<file path="src/rtl/divisor_arb_pkg.sv">
// divisor_arb_pkg: shared types and helpers for divisor_arbiter and its round-robin sub-block.
package divisor_arb_pkg;
    localparam int MAX_ID_W = 8;
    localparam int COORD_W  = 16;

    typedef struct packed {
        logic                valid;
        logic [MAX_ID_W-1:0] id;
        logic                dbz;
        logic [COORD_W-1:0]  row;
        logic [COORD_W-1:0]  col;
    } arb_tag_t;

    function automatic int id_width(input int n);
        return (n > 1) ? $clog2(n) : 1;
    endfunction
endpackage

</file>
<file path="src/rtl/divisor_arbiter_rr_arbiter.sv">
// rr_arbiter: N-way round-robin grant; the pointer moves past the winner whenever a grant is taken.
module rr_arbiter #(
    parameter int N    = 4,
    parameter int ID_W = 2
) (
    input  logic            clk_i,
    input  logic            rst_i,
    input  logic [N-1:0]    req,
    input  logic            en,
    output logic [N-1:0]    grant_onehot,
    output logic [ID_W-1:0] grant_id
);
    logic [ID_W-1:0] rr_ptr;
    logic [ID_W-1:0] k;
    logic            hit;

    // Scan from the farthest candidate back to rr_ptr so the nearest valid requester wins.
    always_comb begin
        grant_id = '0;
        hit      = 1'b0;
        k        = '0;
        for (int i = N - 1; i >= 0; i--) begin
            k = ID_W'((int'(rr_ptr) + i) % N);
            if (req[k]) begin
                grant_id = k;
                hit      = 1'b1;
            end
        end
    end

    assign grant_onehot = (en && hit) ? (N'(1) << grant_id) : '0;

    always_ff @(posedge clk_i or posedge rst_i)
        if (rst_i)
            rr_ptr <= '0;
        else if (en && hit)
            rr_ptr <= (grant_id == ID_W'(N - 1)) ? '0 : grant_id + 1'b1;
endmodule

</file>
<file path="src/rtl/divisor_arbiter.sv">
// divisor_arbiter: shares one pipelined divider among N_REQ requesters and routes tagged quotients back.
// Optional DIVISOR_ARB_DBZ_EN: zero divisors bypass the divider and return all-ones with res_dbz_o set.
module divisor_arbiter
    import divisor_arb_pkg::*;
#(
    parameter int N_REQ          = 4,
    parameter int A_WIDTH        = 16,
    parameter int B_WIDTH        = 16,
    parameter int Q_LENGTH       = 16,
    parameter int CLKS_PER_PIXEL = 1,
    parameter int DIV_LATENCY    = 18
) (
    input  logic                             clk_i,
    input  logic                             rst_i,
    input  logic [N_REQ-1:0]                 req_valid_i,
    output logic [N_REQ-1:0]                 req_ready_o,
    input  logic [N_REQ-1:0][A_WIDTH-1:0]    req_a_i,
    input  logic [N_REQ-1:0][B_WIDTH-1:0]    req_b_i,
    input  logic [N_REQ-1:0]                 req_a_signed_i,
    input  logic [N_REQ-1:0]                 req_b_signed_i,
    input  logic [N_REQ-1:0][COORD_W-1:0]    req_row_i,
    input  logic [N_REQ-1:0][COORD_W-1:0]    req_col_i,
    output logic                             div_valid_o,
    output logic [A_WIDTH-1:0]               div_a_o,
    output logic [B_WIDTH-1:0]               div_b_o,
    output logic                             div_a_signed_o,
    output logic                             div_b_signed_o,
    output logic [COORD_W-1:0]               div_row_o,
    output logic [COORD_W-1:0]               div_col_o,
    input  logic                             div_valid_i,
    input  logic [Q_LENGTH:0]                div_q_i,
    output logic                             res_valid_o,
    output logic [$clog2(N_REQ)-1:0]         res_id_o,
    output logic [Q_LENGTH:0]                res_q_o,
    output logic [COORD_W-1:0]               res_row_o,
    output logic [COORD_W-1:0]               res_col_o,
    output logic                             res_dbz_o,
    output logic                             err_o
);
    localparam int ID_W   = id_width(N_REQ);
    localparam int SLOT_W = id_width(CLKS_PER_PIXEL);

    logic [SLOT_W-1:0] slot_cnt;
    logic              slot_open, accept, acc_dbz, exp_valid;
    logic [N_REQ-1:0]  grant_onehot;
    logic [ID_W-1:0]   grant_id;
    arb_tag_t          iss_tag, head;
    arb_tag_t          tag_line [DIV_LATENCY];

    rr_arbiter #(.N(N_REQ), .ID_W(ID_W)) u_rr (
        .clk_i        (clk_i),
        .rst_i        (rst_i),
        .req          (req_valid_i),
        .en           (slot_open),
        .grant_onehot (grant_onehot),
        .grant_id     (grant_id)
    );

    assign slot_open   = (slot_cnt == '0);
    assign req_ready_o = grant_onehot;
    assign accept      = |grant_onehot;
`ifdef DIVISOR_ARB_DBZ_EN
    assign acc_dbz = (req_b_i[grant_id] == '0);
`else
    assign acc_dbz = 1'b0;
`endif

    always_ff @(posedge clk_i or posedge rst_i)
        if (rst_i)
            slot_cnt <= '0;
        else if (accept)
            slot_cnt <= (CLKS_PER_PIXEL > 1) ? SLOT_W'(1) : '0;
        else if (!slot_open)
            slot_cnt <= (slot_cnt == SLOT_W'(CLKS_PER_PIXEL - 1)) ? '0 : slot_cnt + 1'b1;

    always_ff @(posedge clk_i or posedge rst_i)
        if (rst_i) begin
            div_valid_o    <= 1'b0;
            div_a_o        <= '0;
            div_b_o        <= '0;
            div_a_signed_o <= 1'b0;
            div_b_signed_o <= 1'b0;
            div_row_o      <= '0;
            div_col_o      <= '0;
            iss_tag        <= '0;
        end else begin
            div_valid_o <= accept & ~acc_dbz;
            iss_tag     <= accept ? arb_tag_t'{1'b1, MAX_ID_W'(grant_id), acc_dbz,
                                               req_row_i[grant_id], req_col_i[grant_id]} : '0;
            if (accept) begin
                div_a_o        <= req_a_i[grant_id];
                div_b_o        <= req_b_i[grant_id];
                div_a_signed_o <= req_a_signed_i[grant_id];
                div_b_signed_o <= req_b_signed_i[grant_id];
                div_row_o      <= req_row_i[grant_id];
                div_col_o      <= req_col_i[grant_id];
            end
        end

    // The tag enters one cycle after the issue strobe, so the head lines up with div_valid_i.
    always_ff @(posedge clk_i or posedge rst_i)
        if (rst_i) begin
            for (int i = 0; i < DIV_LATENCY; i++)
                tag_line[i] <= '0;
        end else begin
            tag_line[0] <= iss_tag;
            for (int i = 1; i < DIV_LATENCY; i++)
                tag_line[i] <= tag_line[i-1];
        end

    assign head      = tag_line[DIV_LATENCY-1];
    assign exp_valid = head.valid & ~head.dbz;

    always_ff @(posedge clk_i or posedge rst_i)
        if (rst_i) begin
            res_valid_o <= 1'b0;
            res_id_o    <= '0;
            res_q_o     <= '0;
            res_row_o   <= '0;
            res_col_o   <= '0;
            res_dbz_o   <= 1'b0;
            err_o       <= 1'b0;
        end else begin
            res_valid_o <= head.valid;
            if (head.valid) begin
                res_id_o  <= head.id[ID_W-1:0];
                res_q_o   <= head.dbz ? '1 : div_q_i;
                res_row_o <= head.row;
                res_col_o <= head.col;
                res_dbz_o <= head.dbz;
            end
            if (div_valid_i != exp_valid)
                err_o <= 1'b1;
        end
endmodule

</file>
<file path="config.mk">
export PLATFORM = sky130hd
export DESIGN_NAME = divisor_arbiter
export DESIGN_NICKNAME = d
export VERILOG_FILES = /design/src/rtl/divisor_arb_pkg.sv /design/src/rtl/divisor_arbiter_rr_arbiter.sv /design/src/rtl/divisor_arbiter.sv
export SDC_FILE = /design/constraint.sdc
export NUM_CORES = 1
export LEC_CHECK = 0
export CORE_ASPECT_RATIO = 2
export CORE_MARGIN = 5
export CORE_UTILIZATION = 33
export DETAILED_ROUTE_END_ITERATION = 8
export GPL_TIMING_DRIVEN = 0
export PLACE_DENSITY = 0.57
export SKIP_CTS_REPAIR_TIMING = 1
export SLEW_MARGIN = 10
export SYNTH_ARGS = -nofsm -noshare
export SYNTH_HDL_FRONTEND = slang
export SYNTH_SLANG_ARGS = --single-unit
</file>
<file path="constraint.sdc">
create_clock -name clk_i -period 49.5 [get_ports clk_i]
set_clock_uncertainty 0.05 [all_clocks]
set_input_delay 7.425 -clock clk_i [delete_from_list [all_inputs] [get_ports clk_i]]
set_output_delay 7.425 -clock clk_i [all_outputs]
set_load 0.01 [all_outputs]
</file>
---- Word level (Yosys, flattened, before mapping) ----
Index checks and enable logic that the tools add are counted.
operators by class
  shift-type cells ........................ 1
  $add $sub $neg .......................... 5
  $lt $le $gt $ge ......................... 5
  divide/modulo/power cells ............... 0
  mux-type cells .......................... 34
  bitwise logic cells ..................... 3
  reductions and logical operators ........ 2
  multipliers ............................. 0
  eq/ne operators ......................... 2
operators by type and width
  cell                   count
  $bmux W16 S2           4
  $mux W16               4
  $mux W42               1
  $mux W17               1
  $lt A2 B3 Y1 const B   5
  $bmux W1 S2            6
  $mux W1                12
  $mux W2                5
  $add A2 B1 Y2 const B  2
  $add A2 B2 Y2 const B  2
  $mux W4                1
  $reduce_or A4 Y1       1
  $shl A1 B2 Y4 const A  1
  $eq A2 B2 Y1 const B   1
  $not A1 Y1             2
  $add A1 B1 Y1 const B  1
  $and A1 B1 Y1          1
  $logic_and A1 B1 Y1    1
  $ne A1 B1 Y1           1
storage, ports and cells
  input bits .............................. 288
  memories ................................ 0
  bits in latches ......................... 0
  flip-flop bits (word level) ............. 808
  RAM bits ................................ 0
  bits in read-only memories .............. 0
  logic and storage cells ................. 163

---- Depth between registers and ports, before layout ----
  depth after elaboration ................. 11
  depth in mapped cells ................... 9
  depth with buffers taken out ............ 6

---- Cells and area by module ----
A second synthesis with hierarchy kept.
second synthesis, totals
  cell total of the unflattened synthesis .. 1069
  area total of the unflattened synthesis .. 23445.0 um2
by module, submodules not included
  module           cells each  area each (um2)  times used  sequential area each (um2)
  divisor_arbiter  1040        23186.0          1           19618.8
  rr_arbiter       29          259.0            1           50.0

---- Least setup slack after synthesis ----
No wires, ideal clock.
  path type ............................... input port to output port
  from .................................... input req_valid_i[1]
  to ...................................... output req_ready_o[0]
  path buffers ............................ 3
  required time ........................... 42.025 ns
  stages on the path ...................... 7
  setup slack ............................. 33.377 ns
  data arrival time ....................... 8.648 ns
  cells stage by stage .................... buf_2 > mux2_4 > o221ai_2 > buf_6 > inv_2 > buf_2 > nor2_1
on the way
  word-level cells in the longest chain between the ends .. 8
  elaborated cells between the ends (all ways) .. 19
RTL lines
  item                                                  RTL line                          RTL
  from (decl)                                           divisor_arbiter.sv:15             input logic [N_REQ-1:0] req_valid_i,
  $bmux W1 S2                                           divisor_arbiter_rr_arbiter.sv:24  if (req[k]) begin
  $mux W1 (not written as such)                         divisor_arbiter_rr_arbiter.sv:24
  $mux W2 or $mux W1 (tied branches) (4 in series)      divisor_arbiter_rr_arbiter.sv:24
  $shl A1 B2 Y4 or $logic_and A1 B1 Y1 (tied branches)  divisor_arbiter_rr_arbiter.sv:31  assign grant_onehot = (en && hit) ? (N'(1) << grant_id) : '0;
  $mux W4 *                                             divisor_arbiter_rr_arbiter.sv:31
  to (decl)                                             divisor_arbiter.sv:16             output logic [N_REQ-1:0] req_ready_o,
Every way passes the cells marked *; elsewhere a longest branch is shown, timed or not. The select of a mux whose other input is x is not followed.

---- Worst setup path after layout ----
  from .................................... input req_valid_i[3]
  to ...................................... output req_ready_o[2]
Same word-level chain as after synthesis.

==> out/metrics.yaml <==
rr_startpoint: "u_rr.rr_ptr[1]$_DFFE_PP0P_"
cap_violations: 0
criticalPathCategory: "input pin to primary output"
grt_pass1_wl_um: 90570
row_count: 138
globalplace.congestion: 0.8406
drt_wl_total_um: 60520
dp_hpwl_um: 45140
core_region_area_um2: 70450
cp.arrival_ns: 9.89
final.setup.tns_ns: 0
dr.first_iter.drc_count: 633
grt_max_degree: 120
ys_seq_area_share_pct: 84.36
crit_fanout: 10
tritoncts: "built"
finalCritPeriodShare_pct: 35.08
path_clk_slew_ns: 0.07
min_period_ns: 17.37
cts_buffers: 68
synth_largest_area_cell: "dfrtp_1"
crit_chain: "clkdlybuf4s50_1 -> or2_2 -> a21oi_1 -> buf_1 -> or2_2 -> clkdlybuf4s50_1"
p_leak_nw: 13.99
drive_gt1_share_pct: 11.72
ir_drop_uv: 30.39
ys_warn_count: 0
status: "finished, final reports clean"
ios: 413
cellPowerDensity_nw_per_um2: 54.91
synth_top_flop_cell: "dfrtp_1"
vias_per_cell: 4.400
drc: 0
start_kind: "input pin"
grt_pass1_vias: 13803
initial_utilization_pct: 33.10
ant_nets: 0
holdPathStages: 0
tightest_slew_ns: 1.011
dieWidth_um: 198.0
syn-instance-count: 1354
avgSynthCellArea_um2: 17.22
hold_end: "tag_line[685]$_DFF_PP0_"
slew-limit-headroom_pct: 32.61
htree_levels: 3
drtPass1Iterations: 5
endpoint_kind: "primary output"
syn_nets: 1642
required_ns: 42.02
total_power_mw: 1.710
grtUsageTotal_pct: 16.25
die-area_um2: 76390
vias: 12391
fin_nets: 2128
clock.fmax_ghz: 0.05758
slew_violations: 0
antenna_found_initial: 28
worstSkewPairLatency_ns: 0.59
synth_area_um2: 23320
setup_viol: 0
synth_edf_count: 0
root_buffer: "clkbuf_16"
r2r_cells: 7
synth_cell_types: 35
timing.rr.end: "div_row_o[13]$_DFFE_PP0P_"
hold_viol: 0
portBuffers: 409
synthArstFlopShare_pct: 100.0
clkSinkCount: 786
overflow: 0
rsz0062_at_grt: "no"
synth_top_area_share_pct: 84.36
hp-class: "flip-flop to flip-flop"
die_y_um: 385.9
min_from: "tag_line[727]$_DFF_PP0_"
synth_seq_cells: 786
crit_path_top_delay_cell: "clkdlybuf4s50_1"
reg2reg_slack_ns: 46.76
critPathTopFamily: "buffers and inverters"
synth_area_leaders: "dfrtp_1 (84%), mux2_2 (3.4%), nand2_1 (2.2%)"
cpPeakStageDelay_ns: 0.55
clock_path_buffers: 3
syn2layout_area_growth_pct: 33.52
cp_num_buf_inv: 3
routedWlPerCell_um: 21.49
-- worst max-delay path by stage --
stage          slack, ns                 endpoint  cells past startpoint      startpoint
6_report           32.13           req_ready_o[2]                      6  req_valid_i[3]
4_1_cts            32.11           req_ready_o[0]                      8  req_valid_i[2]
3_5_place_dp       32.13           req_ready_o[0]                      8  req_valid_i[2]
2_1_floorplan      19.96   div_a_o[0]$_DFFE_PP0P_                      1           rst_i
3_3_place_gp       12.01  tag_line[726]$_DFF_PP0_                      2           rst_i
5_1_grt            32.05           req_ready_o[0]                      8  req_valid_i[2]
-- layout make-up --
cell class / count / area [µm²]
Antenna cell: 12 / 30.03
Buffer: 60 / 291.5
Clock buffer: 100 / 2004
Clock inverter: 24 / 349.1
Fill cell: 6373 / 39320
Inverter: 4 / 22.52
Multi-Input combinational cell: 504 / 3341
Sequential cell: 786 / 19670
Tap cell: 910 / 1139
Timing Repair Buffer: 416 / 4287
-- kinds of logic after synthesis --
family | after synthesis | share of synthesized area (%)
flops | 786 | 84.36
simple gates | 276 | 5.350
compound gates | 122 | 4.057
mux | 104 | 4.867
buf+inv | 64 | 1.315
xor+xnor | 1 | 0.03757
other cells | 1 | 0.01608
-- power by group --
group / switching [mW] / internal, mW
Sequential: 0.0594 / 0.844
Clock: 0.234 / 0.313
Combinational: 0.134 / 0.125
Total: 0.428 / 1.28
-- sequential cells by signal (all words and copies together), names as in the netlist --
| signal | flops |
|---|---|
| div_b_o | 16 |
| div_valid_o | 1 |
| div_a_o | 16 |
| head | 35 |
| res_valid_o | 1 |
| iss_tag | 34 |
| div_col_o | 16 |
| err_o | 1 |
| div_a_signed_o | 1 |
| div_b_signed_o | 1 |
| div_row_o | 16 |
| res_row_o | 16 |
| u_rr.rr_ptr | 2 |
| res_id_o | 2 |
| tag_line | 595 |
| res_col_o | 16 |
| res_q_o | 17 |
-- per-layer routing --
| layer | global-route usage, % | part of all wire (%) |
|---|---|---|
| met5 | 0 | 0.14 |
| met2 | 25.99 | 46 |
| met4 | 4.658 | 3.3 |
| met3 | 7.903 | 12 |
| met1 | 19.58 | 38 |
-- Yosys cell counts, types with 2 or more instances --
master      n
and2_1     21
nand3_1   100
a21oi_1     2
buf_2      11
o211ai_1   27
buf_1       3
clkbuf_1   34
mux2_2     71
mux2i_1    32
nor2b_1     3
nor2_1      7
a21boi_1    2
or2_2       2
buf_6       2
o22ai_1     2
a21o_1     12
o211a_1    34
nand2_1   138
dfrtp_1   786
inv_2       2
nand2b_1    3
buf_4      10
o21ai_0    33
o211ai_2    5
inv_1       2
-- cell usage in the layout, fill, tap and decap left out, drive strengths merged, types with 12 or more instances in the layout --
cell type / synthesis / layout
dfrtp: 786 / 786
nand2: 138 / 138
and2: 21 / 21
mux2i: 32 / 32
o21ai: 33 / 33
diode: 0 / 12
a21o: 12 / 12
o211a: 34 / 34
clkdlybuf4s50: 0 / 409
o211ai: 32 / 32
clkbuf: 34 / 134
nand3: 100 / 100
buf: 26 / 33
mux2: 72 / 72
-- stage by stage --
stage	utilization [%]	instance area [µm²]	hold WS (ns)	setup WS, ns	instances
2_1_floorplan	-	23320	0.2812	19.96	1354
3_3_place_gp	40.52	28550	0.2812	12.01	2673
3_5_place_dp	40.81	28750	0.2847	32.13	2680
4_1_cts	44.15	31100	0.2805	32.11	2804
5_1_grt	44.15	31100	0.2866	32.05	2804
6_report	44.19	31130	0.2808	32.13	2816
(Power assumes the default switching activity.)
